### config.mk
export PLATFORM = sky130hd
export DESIGN_NAME = fp16_accum
export DESIGN_NICKNAME = d
export VERILOG_FILES = /design/src/rtl/fp16_accum.sv
export SDC_FILE = /design/constraint.sdc
export NUM_CORES = 1
export LEC_CHECK = 0
export ABC_AREA = 0
export CAP_MARGIN = 20
export CORE_MARGIN = 2
export CORE_UTILIZATION = 60
export DETAILED_ROUTE_END_ITERATION = 16
export GPL_TIMING_DRIVEN = 0
export PLACE_DENSITY_LB_ADDON = 0.12
export RECOVER_POWER = 50
export REMOVE_ABC_BUFFERS = 1
export SKIP_CTS_REPAIR_TIMING = 1
export SYNTH_ARGS = -nofsm -noshare
export SYNTH_HDL_FRONTEND = slang
export SYNTH_SLANG_ARGS = --single-unit
### constraint.sdc
create_clock -name clk -period 6.6 [get_ports clk]
set_input_delay 1.32 -clock clk [delete_from_list [all_inputs] [get_ports clk]]
set_output_delay 1.32 -clock clk [all_outputs]
set_load 0.05 [all_outputs]
### src/rtl/fp16_accum.sv
// FP16 (1/5/10, bias 15) sequential accumulator: each accepted product is added into
// acc through an align/add/normalize FSM; full flags a complete dot product.
module fp16_accum #(
    parameter int N_TERMS = 8,
    parameter int CNT_W   = 4
) (
    input  logic             clk,
    input  logic             reset,
    input  logic             clear,
    input  logic             enable,
    input  logic [15:0]      f_in,
    input  logic             v_in,
    output logic             busy,
    output logic             done,
    output logic             full,
    output logic [CNT_W-1:0] count,
    output logic [15:0]      acc,
    output logic             v
);

    typedef enum logic [2:0] {IDLE, ALIGN, ADD, NORM, WRITE} state_t;

    state_t           state_reg;
    logic [15:0]      opnd_reg;
    logic [15:0]      acc_reg;
    logic [15:0]      result_reg;
    logic [CNT_W-1:0] count_reg;
    logic             done_reg;
    logic             full_reg;
    logic             v_reg;
    logic             big_sign_reg;
    logic             sub_reg;
    logic [5:0]       exp_reg;
    logic [11:0]      big_mant_reg;
    logic [11:0]      small_mant_reg;
    logic [11:0]      sum_reg;

    // Operand decode and alignment: exp==0 means zero, no subnormals.
    logic [4:0]  a_exp, b_exp, big_exp_next, small_exp_next, diff_next;
    logic [10:0] a_mant, b_mant;
    logic [11:0] big_mant_next, small_mant_next;
    logic        big_sign_next;
    logic [CNT_W-1:0] count_next;

    always_comb begin
        a_exp  = acc_reg[14:10];
        b_exp  = opnd_reg[14:10];
        a_mant = (a_exp == 5'd0) ? 11'd0 : {1'b1, acc_reg[9:0]};
        b_mant = (b_exp == 5'd0) ? 11'd0 : {1'b1, opnd_reg[9:0]};
        if ({b_exp, b_mant} > {a_exp, a_mant}) begin
            big_sign_next  = opnd_reg[15];
            big_exp_next   = b_exp;
            big_mant_next  = {1'b0, b_mant};
            small_exp_next = a_exp;
            small_mant_next = {1'b0, a_mant};
        end else begin
            big_sign_next  = acc_reg[15];
            big_exp_next   = a_exp;
            big_mant_next  = {1'b0, a_mant};
            small_exp_next = b_exp;
            small_mant_next = {1'b0, b_mant};
        end
        diff_next = big_exp_next - small_exp_next;
        if (diff_next >= 5'd12)
            small_mant_next = 12'd0;
        else
            small_mant_next = small_mant_next >> diff_next;
        count_next = count_reg + CNT_W'(1);
    end

    always_ff @(posedge clk) begin
        if (reset || clear) begin
            state_reg      <= IDLE;
            opnd_reg       <= 16'h0000;
            acc_reg        <= 16'h0000;
            result_reg     <= 16'h0000;
            count_reg      <= '0;
            done_reg       <= 1'b0;
            full_reg       <= 1'b0;
            v_reg          <= 1'b0;
            big_sign_reg   <= 1'b0;
            sub_reg        <= 1'b0;
            exp_reg        <= 6'd0;
            big_mant_reg   <= 12'd0;
            small_mant_reg <= 12'd0;
            sum_reg        <= 12'd0;
        end else begin
            done_reg <= 1'b0;
            case (state_reg)
                IDLE: begin
                    if (enable && !full_reg) begin
                        opnd_reg <= f_in;
                        if (v_in)
                            v_reg <= 1'b1;
                        state_reg <= ALIGN;
                    end
                end
                ALIGN: begin
                    big_sign_reg   <= big_sign_next;
                    sub_reg        <= acc_reg[15] ^ opnd_reg[15];
                    exp_reg        <= {1'b0, big_exp_next};
                    big_mant_reg   <= big_mant_next;
                    small_mant_reg <= small_mant_next;
                    state_reg      <= ADD;
                end
                ADD: begin
                    sum_reg   <= sub_reg ? big_mant_reg - small_mant_reg
                                         : big_mant_reg + small_mant_reg;
                    state_reg <= NORM;
                end
                NORM: begin
                    // One normalisation step per cycle; every exit goes to WRITE.
                    if (sum_reg[11]) begin
                        if (exp_reg >= 6'd30) begin
                            v_reg      <= 1'b1;
                            result_reg <= {big_sign_reg, 15'h7BFF};
                            state_reg  <= WRITE;
                        end else begin
                            sum_reg <= sum_reg >> 1;
                            exp_reg <= exp_reg + 6'd1;
                        end
                    end else if (sum_reg == 12'd0) begin
                        result_reg <= 16'h0000;
                        state_reg  <= WRITE;
                    end else if (!sum_reg[10]) begin
                        if (exp_reg <= 6'd1) begin
                            result_reg <= 16'h0000;
                            state_reg  <= WRITE;
                        end else begin
                            sum_reg <= sum_reg << 1;
                            exp_reg <= exp_reg - 6'd1;
                        end
                    end else begin
                        if (exp_reg > 6'd30) begin
                            v_reg      <= 1'b1;
                            result_reg <= {big_sign_reg, 15'h7BFF};
                        end else begin
                            result_reg <= {big_sign_reg, exp_reg[4:0], sum_reg[9:0]};
                        end
                        state_reg <= WRITE;
                    end
                end
                WRITE: begin
                    acc_reg   <= result_reg;
                    count_reg <= count_next;
                    done_reg  <= 1'b1;
                    if (count_next == CNT_W'(N_TERMS))
                        full_reg <= 1'b1;
                    state_reg <= IDLE;
                end
                default: state_reg <= IDLE;
            endcase
        end
    end

    assign busy  = (state_reg != IDLE);
    assign done  = done_reg;
    assign full  = full_reg;
    assign count = count_reg;
    assign acc   = acc_reg;
    assign v     = v_reg;

endmodule
# Word level (Yosys, flattened, before mapping)
# Index checks and enable logic that the tools add are counted.
# totals
out_inout_bits	24
word_cells	108
input_bits	21
regBits	102
# classes
n_reduce_logical	20
bitwise	1
n_shift	1
n_mux	43
eq_ne	16
magnitude_cmp	5
add_sub_neg	6
# op_table
cell	count
$mux W16	5
$mux W11	7
$mux W12	4
$mux W6	5
$pmux W12 S2	1
$ne A3 B3 Y1 const B	7
$mux W3	6
$gt A16 B16 Y1	1
$mux W15	1
$add A12 B12 Y12	1
$logic_not A12 Y1	1
$pmux W3 S4	1
$pmux W6 S2	1
$shr A12 B5 Y12	1
$sub A12 B12 Y12	1
$logic_not A5 Y1	2
$mux W5	2
$reduce_and A5 Y1	2
$mux W1	9
$reduce_and A3 Y1	3
$reduce_and A7 Y1	1
$add A6 B1 Y6 const B	1
$eq A3 B2 Y1 const B	2
$ge A6 B5 Y1 const B	1
22 further kinds	26

# Longest topological paths before layout
# Gate-level depths: netlist (run 1).
# logic_depth
depth_word	7
mapped_depth	23

# Worst setup path before layout (run 1)
# No wires, ideal clock.
# synth_timing
kind	reg-to-reg
from	register acc_reg[11], in the netlist acc[11]
to	register small_mant_reg[2]
setup_slack_ns	1.700
n_path_buf	4
t_arrival_ns	4.781
period_less_slack_ns	4.900
setup_time_ns	0.120
stages_incl_launch_ff	22
required_time_ns	6.480
cell_sequence	dfxtp_1 or4_4 nand2b_1 clkbuf_1 nand2_1 ha_1 nand4_1 nor3_1 and4_1 and3_1 clkbuf_1 a211oi_1 a22oi_1 ha_1 clkbuf_1 inv_1 clkbuf_1 nor2_1 o2bb2ai_1 nor3_1 nor4b_1 a211o_1
# synth_via
elab_chain_len	7
elab_cells_between_ends	10
classes_between	add/sub: 1; order compare: 2; shift: 1; mux: 5; reduce/logical: 1
# synth_lines
item	line	rtl
from (decl)	25	logic [15:0] acc_reg;
from (signal assigned)	144	acc_reg <= result_reg;
$logic_not A5 Y1	48	a_mant = (a_exp == 5'd0) ? 11'd0 : {1'b1, acc_reg[9:0]};
$mux W11	48	
$gt A16 B16 Y1	50	if ({b_exp, b_mant} > {a_exp, a_mant}) begin
$mux W5	50	
$sub A5 B5 Y5	63	diff_next = big_exp_next - small_exp_next;
$shr A12 B5 Y12 or $ge A5 B4 Y1 (tied branches)	67, 64	
$mux W12 (*)	64	if (diff_next >= 5'd12)
to (signal assigned)	103	small_mant_reg <= small_mant_next;
to (decl)	35	logic [11:0] small_mant_reg;
# Every way passes the cells marked *; elsewhere a longest branch is shown, timed or not.
# A chain may end at the register's enable or synchronous reset.

# Worst setup path after layout (run 1)
# Same ends and word-level chain as after synthesis.

==> results of run 1 <==
-- worst reg2reg max path, stage by stage, from the launching register on --
cell and delay [ns]:
dfxtp_1 0.41, or4_4 0.60, nand2b_1 0.39, nand2_1 0.24, ha_1 0.27, a21oi_1 0.14
o21ai_0 0.15, a311oi_1 0.33, nor2_1 0.18, o21ai_2 0.76, a22oi_1 0.32, ha_1 0.63
inv_1 0.33, nand2_1 0.27, inv_1 0.09, a22o_1 0.21, a211oi_1 0.31, nor4b_1 0.10
a211o_1 0.25
-- routing by layer --
| layer | vias to the layer above | GRT usage (%) | part of all wire, % |
|---|---|---|---|
| met5 | - | 0 | 0 |
| met4 | 0 | 11.3 | 2.2 |
| met3 | 29 | 5.50 | 6.7 |
| met2 | 199 | 48.2 | 46 |
| met1 | 2804 | 43.3 | 45 |
| li1 | 2900 | - | - |
-- cell usage after synthesis (all sizes together), types with 3 or more instances --
| library cell | instances | area share [%] |
|---|---|---|
| nor3 | 24 | 1.9 |
| dfxtp | 100 | 32 |
| buf | 5 | 0.44 |
| or2 | 7 | 0.71 |
| a31oi | 8 | 0.81 |
| or4 | 3 | 0.42 |
| clkbuf | 47 | 2.9 |
| o21ai | 33 | 2.9 |
| and2 | 10 | 1.0 |
| a21boi | 4 | 0.49 |
| a32oi | 3 | 0.55 |
| nand2 | 138 | 8.4 |
| a22oi | 3 | 0.36 |
| and3 | 5 | 0.51 |
| and4 | 3 | 0.42 |
| or3 | 5 | 0.59 |
| nor2b | 4 | 0.40 |
| o22ai | 4 | 0.40 |
| xor2 | 7 | 0.99 |
| nand3 | 9 | 0.73 |
| o211ai | 17 | 2.1 |
| a21oi | 94 | 7.8 |
| nand2b | 10 | 1.0 |
| a311oi | 3 | 0.42 |
| ha | 33 | 6.7 |
| xnor2 | 21 | 3.0 |
| a211oi | 27 | 3.3 |
| a21o | 4 | 0.49 |
| nor2 | 77 | 4.7 |
| o21bai | 3 | 0.36 |
| nor4 | 7 | 0.81 |
| o31ai | 3 | 0.36 |
| inv | 32 | 1.9 |
| mux2i | 14 | 2.3 |
| a222oi | 9 | 1.5 |
-- cell usage in the layout (no fill, tap or decap), types with 3 or more instances in the layout --
cell type	n
or3_1	4
o22ai_1	4
nor3_1	24
mux2i_1	14
clkdlybuf4s50_1	35
buf_4	3
o21bai_1	3
a222oi_1	9
dlygate4sd3_1	9
a21boi_0	4
xnor2_1	21
a311oi_1	3
nand2_1	138
o21ai_0	24
dfxtp_1	100
a31oi_1	8
a211oi_1	27
a21oi_1	92
o211ai_1	17
nor2b_1	4
o21ai_1	7
ha_1	33
nand2b_1	10
or2_2	5
and2_1	10
a21o_1	4
o31ai_1	3
clkbuf_8	11
nor4_1	6
xor2_1	7
a22oi_1	3
inv_1	32
and4_1	3
nand3_1	9
and3_1	5
nor2_1	76
-- power by group through the flow --
stage / Clock (mW) / Sequential, mW / Combinational, mW
3_5_place_dp: 0 / 0.632 / 0.236
2_1_floorplan: 0 / 0.630 / 0.170
3_3_place_gp: 0 / 0.632 / 0.230
4_1_cts: 0.423 / 0.618 / 0.238
5_1_grt: 0.443 / 0.620 / 0.265
6_report: 0.416 / 0.619 / 0.241
-- per-stage QoR --
step / hold slack, ns / cells / cell area, sq um
after global routing: 0.473 / 958 / 6850
after detailed placement: 0.442 / 941 / 6630
after floorplan: 0.432 / 759 / 5990
after CTS: 0.455 / 956 / 6840
after global placement: 0.441 / 939 / 6600
final: 0.455 / 958 / 6850
-- final timing paths --
path / from / to / slack, ns / depth (start not counted)
min reg2reg: opnd_reg[7]$_SDFFE_PP0P_ / opnd_reg[7]$_SDFFE_PP0P_ / 0.45 / 2
max: acc[11]$_SDFFE_PP0P_ / small_mant_reg[2]$_SDFFE_PP0P_ / 0.52 / 18
min: opnd_reg[7]$_SDFFE_PP0P_ / opnd_reg[7]$_SDFFE_PP0P_ / 0.45 / 2
max reg2reg: acc[11]$_SDFFE_PP0P_ / small_mant_reg[2]$_SDFFE_PP0P_ / 0.52 / 18
-- logic make-up (layout without fill, tap and decap cells) --
family | count (synthesis) | after routing | synth area share (%)
AO/OA/AOI/OAI | 239 | 239 | 26.0
buffers and inverters | 84 | 95 | 5.24
XOR/XNOR | 28 | 28 | 3.96
multiplexers | 17 | 17 | 2.99
AND/OR/NAND/NOR | 309 | 309 | 22.5
flip-flops | 100 | 100 | 32.3
adder cells (fa/ha/maj) | 34 | 34 | 6.99
-- area by class of cell --
cell class	count	area, sq um
inverters	32	120
clock buffers	11	151
multi-input cells	627	3870
flip-flops and latches	100	2000
fillers	914	3340
clock inverters	4	56.3
repair buffers	48	478
well taps	136	170
==> results.py, run 1 <==
metrics = {
    "floorplan": {
        "die_w_um": 106,
        "dieArea_sq_um": 11100,
        "die_y_um": 106,
        "rows": 37,
        "core_area_sq_um": 10200,
        "pin_count": 45,
        "initial_utilization_pct": 60.8,
    },
    "global_route": {
        "grt_antenna_before_repair": 0,
        "grt_pass1_vias": 5486,
        "grt_overflow": 0,
        "grt_max_degree": 88,
        "grt.total_usage_pct": 31.0,
        "grt_pass1_wl_um": 27600,
    },
    "status": {
        "failed_checks": "capacitance limit, slew limit",
        "status": "finished, violations left",
    },
    "timing": {
        "rsz0062_at_grt": "no",
        "fin_ws_ns": 0.520,
        "fin_tns_setup_ns": 0,
        "clock_skew_ns": 0.0142,
        "finalMaxSlewViolations": 88,
        "period_minus_slack_ns": 6.08,
        "fmax_ghz": 0.164,
        "setup_viol": 0,
        "tightest_slew_ns": 3.02,
        "relSlewSlack_pct": -102,
        "fin_crit_sh_pct": 92.1,
        "hold_viol": 0,
    },
    "yosys": {
        "synthArstFlopShare_pct": 0,
        "synth_ff_type": "dfxtp_1",
        "avgSynthCellArea_sq_um": 7.63,
        "yosysWarnings": 0,
        "syn_area_sq_um": 6190,
        "synth_seq_cells": 100,
        "ys_types": 72,
        "synthCells": 811,
        "seq_area_frac_synth_pct": 32.3,
        "synth_edf_count": 0,
    },
    "final_layout": {
        "drive_gt1_share_pct": 4.99,
        "nets": 873,
        "n_antenna_cell": 0,
        "area_delta_synth_final_pct": 10.6,
        "fin_util_pct": 67.2,
    },
    "power": {
        "p_switching_mw": 0.382,
        "p_leak_nw": 2.41,
        "p_seq_share_pct": 48.5,
        "clockPowerShare_pct": 32.6,
        "vdd_ir_drop_max_mv": 0.134,
        "p_per_area_nw_per_um2": 186,
        "sw_frac_of_total_pct": 29.9,
        "total_power_mw": 1.28,
        "internal_power_mw": 0.895,
        "pwr-share-comb_pct": 18.9,
    },
    "placed_design": {
        "pre_cts_ws_ns": 0.672,
        "hpwl_um": 12400,
        "gp_congestion": 0.925,
        "portBuffers": 44,
    },
    "min_path": {
        "hold_class": "register to register",
    },
    "clocking": {
        "cts_sinks": 100,
        "insertion_delay_ns": 0.39,
        "clk_path_buf_depth": 2,
        "htreeDepth": 3,
        "cts.clk_slew.worst_paths_ns": 0.09,
        "numCtsBuffers": 9,
        "cts_tree": "built",
        "cts-root-buf": "clkbuf_8",
    },
    "critical_path": {
        "slowest_delay_ns": 0.76,
        "cp_top_family": "compound AO/OA/AOI/OAI gates",
        "cp.required_ns": 6.88,
        "cp.arrival_ns": 6.36,
        "crit_slowest_cell": "o21ai_2",
        "crit_fanout": 22,
        "crit_type": "register to register",
        "crit_chain": "or4_4, nand2b_1, nand2_1, ha_1, a21oi_1, o21ai_0, a311oi_1, nor2_1, o21ai_2, a22oi_1, ha_1, inv_1, nand2_1, inv_1, a22o_1, a211oi_1, nor4b_1, a211o_1",
        "crit_path_end_kind": "register",
        "path_buf_inv": 2,
        "start_kind": "register",
    },
    "run": {
        "drv_cap": 1,
    },
    "drt": {
        "dr.pass1.iters": 6,
        "routed_wl_um": 16800,
        "remaining_drc_errors": 0,
        "drtAntennaViolNets": 0,
        "initialDrtViolationCount": 513,
        "via_per_inst": 6.19,
        "num_vias": 5932,
        "drt-wirelength-per-cell_um": 17.6,
    },
}
(Power assumes the default switching activity.)
==> run 2: changes to the inputs <==
--- a/config.mk
+++ b/config.mk
@@ -10,6 +10,7 @@
 export CORE_MARGIN = 2
 export CORE_UTILIZATION = 60
 export DETAILED_ROUTE_END_ITERATION = 16
+export DONT_BUFFER_PORTS = 1
 export GPL_TIMING_DRIVEN = 0
 export PLACE_DENSITY_LB_ADDON = 0.12
 export RECOVER_POWER = 50
@@ -18,3 +19,4 @@
 export SYNTH_ARGS = -nofsm -noshare
 export SYNTH_HDL_FRONTEND = slang
 export SYNTH_SLANG_ARGS = --single-unit
+export TNS_END_PERCENT = 1
==> run 2 against run 1 <==
Compared with the run above: the run now ends clean; die area did not move; core utilization fell by 4.4 points; highest routed layer unchanged; via count fell by 3.8%; sequential power barely moved; global-route usage fell by 0.72 points; largest cell class unchanged; largest power group unchanged; critical path type unchanged; clock skew barely moved; critical path depth did not move.
==> results.py, run 2 (synthesized netlist as in run 1, its figures left out) <==
metrics = {
    "power": {
        "vdd_ir_drop_max_mv": 0.130,
        "p_per_area_nw_per_um2": 190,
        "p_leak_nw": 2.20,
    },
    "global_route": {
        "grt.busiest_layer": "met2",
        "grt.total_usage_pct": 30.3,
        "grtUsageMet3_pct": 6.31,
        "use_met2_pct": 47.2,
        "use_met1_pct": 41.3,
        "grt_antenna_before_repair": 0,
        "grt_pass1_wl_um": 27100,
        "grt_max_degree": 88,
        "grt_pass1_vias": 5416,
        "grt_overflow": 0,
    },
    "timing": {
        "fin_crit_sh_pct": 92.4,
        "fin_ws_ns": 0.502,
        "fin_tns_setup_ns": 0,
        "finalMaxSlewViolations": 0,
        "clock_skew_ns": 0.0138,
        "tightest_slew_ns": 1.09,
        "rsz0062_at_grt": "no",
        "hold_viol": 0,
        "setup_viol": 0,
        "fmax_ghz": 0.164,
        "relSlewSlack_pct": 27.3,
        "period_minus_slack_ns": 6.10,
    },
    "drt": {
        "num_vias": 5704,
        "drt-wirelength-per-cell_um": 18.1,
        "remaining_drc_errors": 0,
        "dr.pass1.iters": 6,
        "via_per_inst": 6.24,
        "routed_wl_um": 16500,
        "drtAntennaViolNets": 0,
        "initialDrtViolationCount": 504,
    },
    "run": {
        "drv_cap": 0,
    },
    "placed_design": {
        "hpwl_um": 12100,
        "pre_cts_ws_ns": 0.452,
        "gp_congestion": 0.927,
        "portBuffers": 0,
    },
    "critical_path": {
        "slowest_delay_ns": 0.67,
        "cp_top_family": "simple AND/OR/NAND/NOR gates",
        "crit_fanout": 22,
        "start_kind": "register",
        "cp.required_ns": 6.85,
        "crit_slowest_cell": "or4_4",
        "crit_path_end_kind": "register",
        "cp.arrival_ns": 6.35,
        "path_buf_inv": 2,
        "crit_chain": "or4_4, nand2b_1, nand2_1, ha_1, a21o_1, a21oi_1, o21ai_0, a32o_1, o21ai_4, a22oi_1, ha_1, inv_1, nand2_1, inv_1, o2bb2ai_1, or4_1, nand4b_1, o211ai_1",
        "crit_type": "register to register",
    },
    "status": {
        "status": "finished clean",
    },
    "clocking": {
        "cts-root-buf": "clkbuf_8",
        "htreeDepth": 3,
        "cts_tree": "built",
        "cts.clk_slew.worst_paths_ns": 0.10,
        "clk_path_buf_depth": 2,
        "insertion_delay_ns": 0.38,
        "cts_sinks": 100,
        "numCtsBuffers": 9,
    },
    "floorplan": {
        "dieArea_sq_um": 11100,
        "rows": 37,
        "initial_utilization_pct": 60.8,
        "core_area_sq_um": 10200,
        "pin_count": 45,
        "die_w_um": 106,
        "die_y_um": 106,
    },
    "min_path": {
        "hold_class": "register to register",
    },
    "final_layout": {
        "n_antenna_cell": 0,
        "nets": 829,
        "final_common_cell": "nand2_1",
        "drive_gt1_share_pct": 5.14,
        "area_delta_synth_final_pct": 3.44,
        "final_cell_mix": "138 x nand2_1, 100 x dfxtp_1, 92 x a21oi_1",
    },
}
run 2: cell count changes in the layout (fill, tap and decap cells not counted), moves of 2 or more:
cell / before / now
clkdlybuf4s50_1: 35 / 0
clkinvlp_4: 0 / 2
inv_6: 1 / 3
or2_2: 5 / 3
or2_0: 0 / 2
dlygate4sd3_1: 9 / 0
buf_4: 3 / 1
clkinv_4: 2 / 0
run 2: path summary, 6_finish.rpt:
kind	from	to	slack, ns	cells past startpoint
worst min-delay path	opnd_reg[7]$_SDFFE_PP0P_	opnd_reg[7]$_SDFFE_PP0P_	0.46	2
worst min register to register	opnd_reg[7]$_SDFFE_PP0P_	opnd_reg[7]$_SDFFE_PP0P_	0.46	2
worst max-delay path	acc[11]$_SDFFE_PP0P_	small_mant_reg[0]$_SDFFE_PP0P_	0.50	18
worst max register to register	acc[11]$_SDFFE_PP0P_	small_mant_reg[0]$_SDFFE_PP0P_	0.50	18
run 2: power breakdown:
group          total [mW]  leakage, nW  internal (mW)  switching, mW
combinational       0.232         1.31         0.0789          0.153
sequential          0.619        0.807          0.610        0.00929
clock               0.367       0.0825          0.139          0.229
total                1.22         2.20          0.827          0.391
run 2: stage by stage:
stage               hold slack, ns  total power [mW]  cell area, sq um  cells  utilization (%)
floorplan                    0.432             0.800              5990    759                -
global placement             0.441             0.850              6160    895             60.4
detailed placement           0.445             0.857              6200    897             60.9
CTS                          0.462              1.21              6370    912             62.6
global route                 0.480              1.27              6400    914             62.9
finish                       0.460              1.22              6400    914             62.9
run 2: layout make-up:
cell class                 instances  area [sq um]
clock buffer                       9           124
clock inverter                     6          46.3
fill                             935          3780
inverter                          32           120
multi-input combinational        627          3880
sequential                       100          2000
tap                              136           170
timing repair buffer               4          60.1
run 2: routing by layer:
metal | wire (um) | vias to the layer above
met5 | 0 | -
met2 | 7490 | 174
li1 | - | 2813
met1 | 7520 | 2682
met4 | 422 | 0
met3 | 1080 | 35
run 2: tightest hold or removal path: stages (launching register included):
cell     delay (ns)
dfxtp_1        0.32
nand2_1        0.05
a21oi_1        0.05
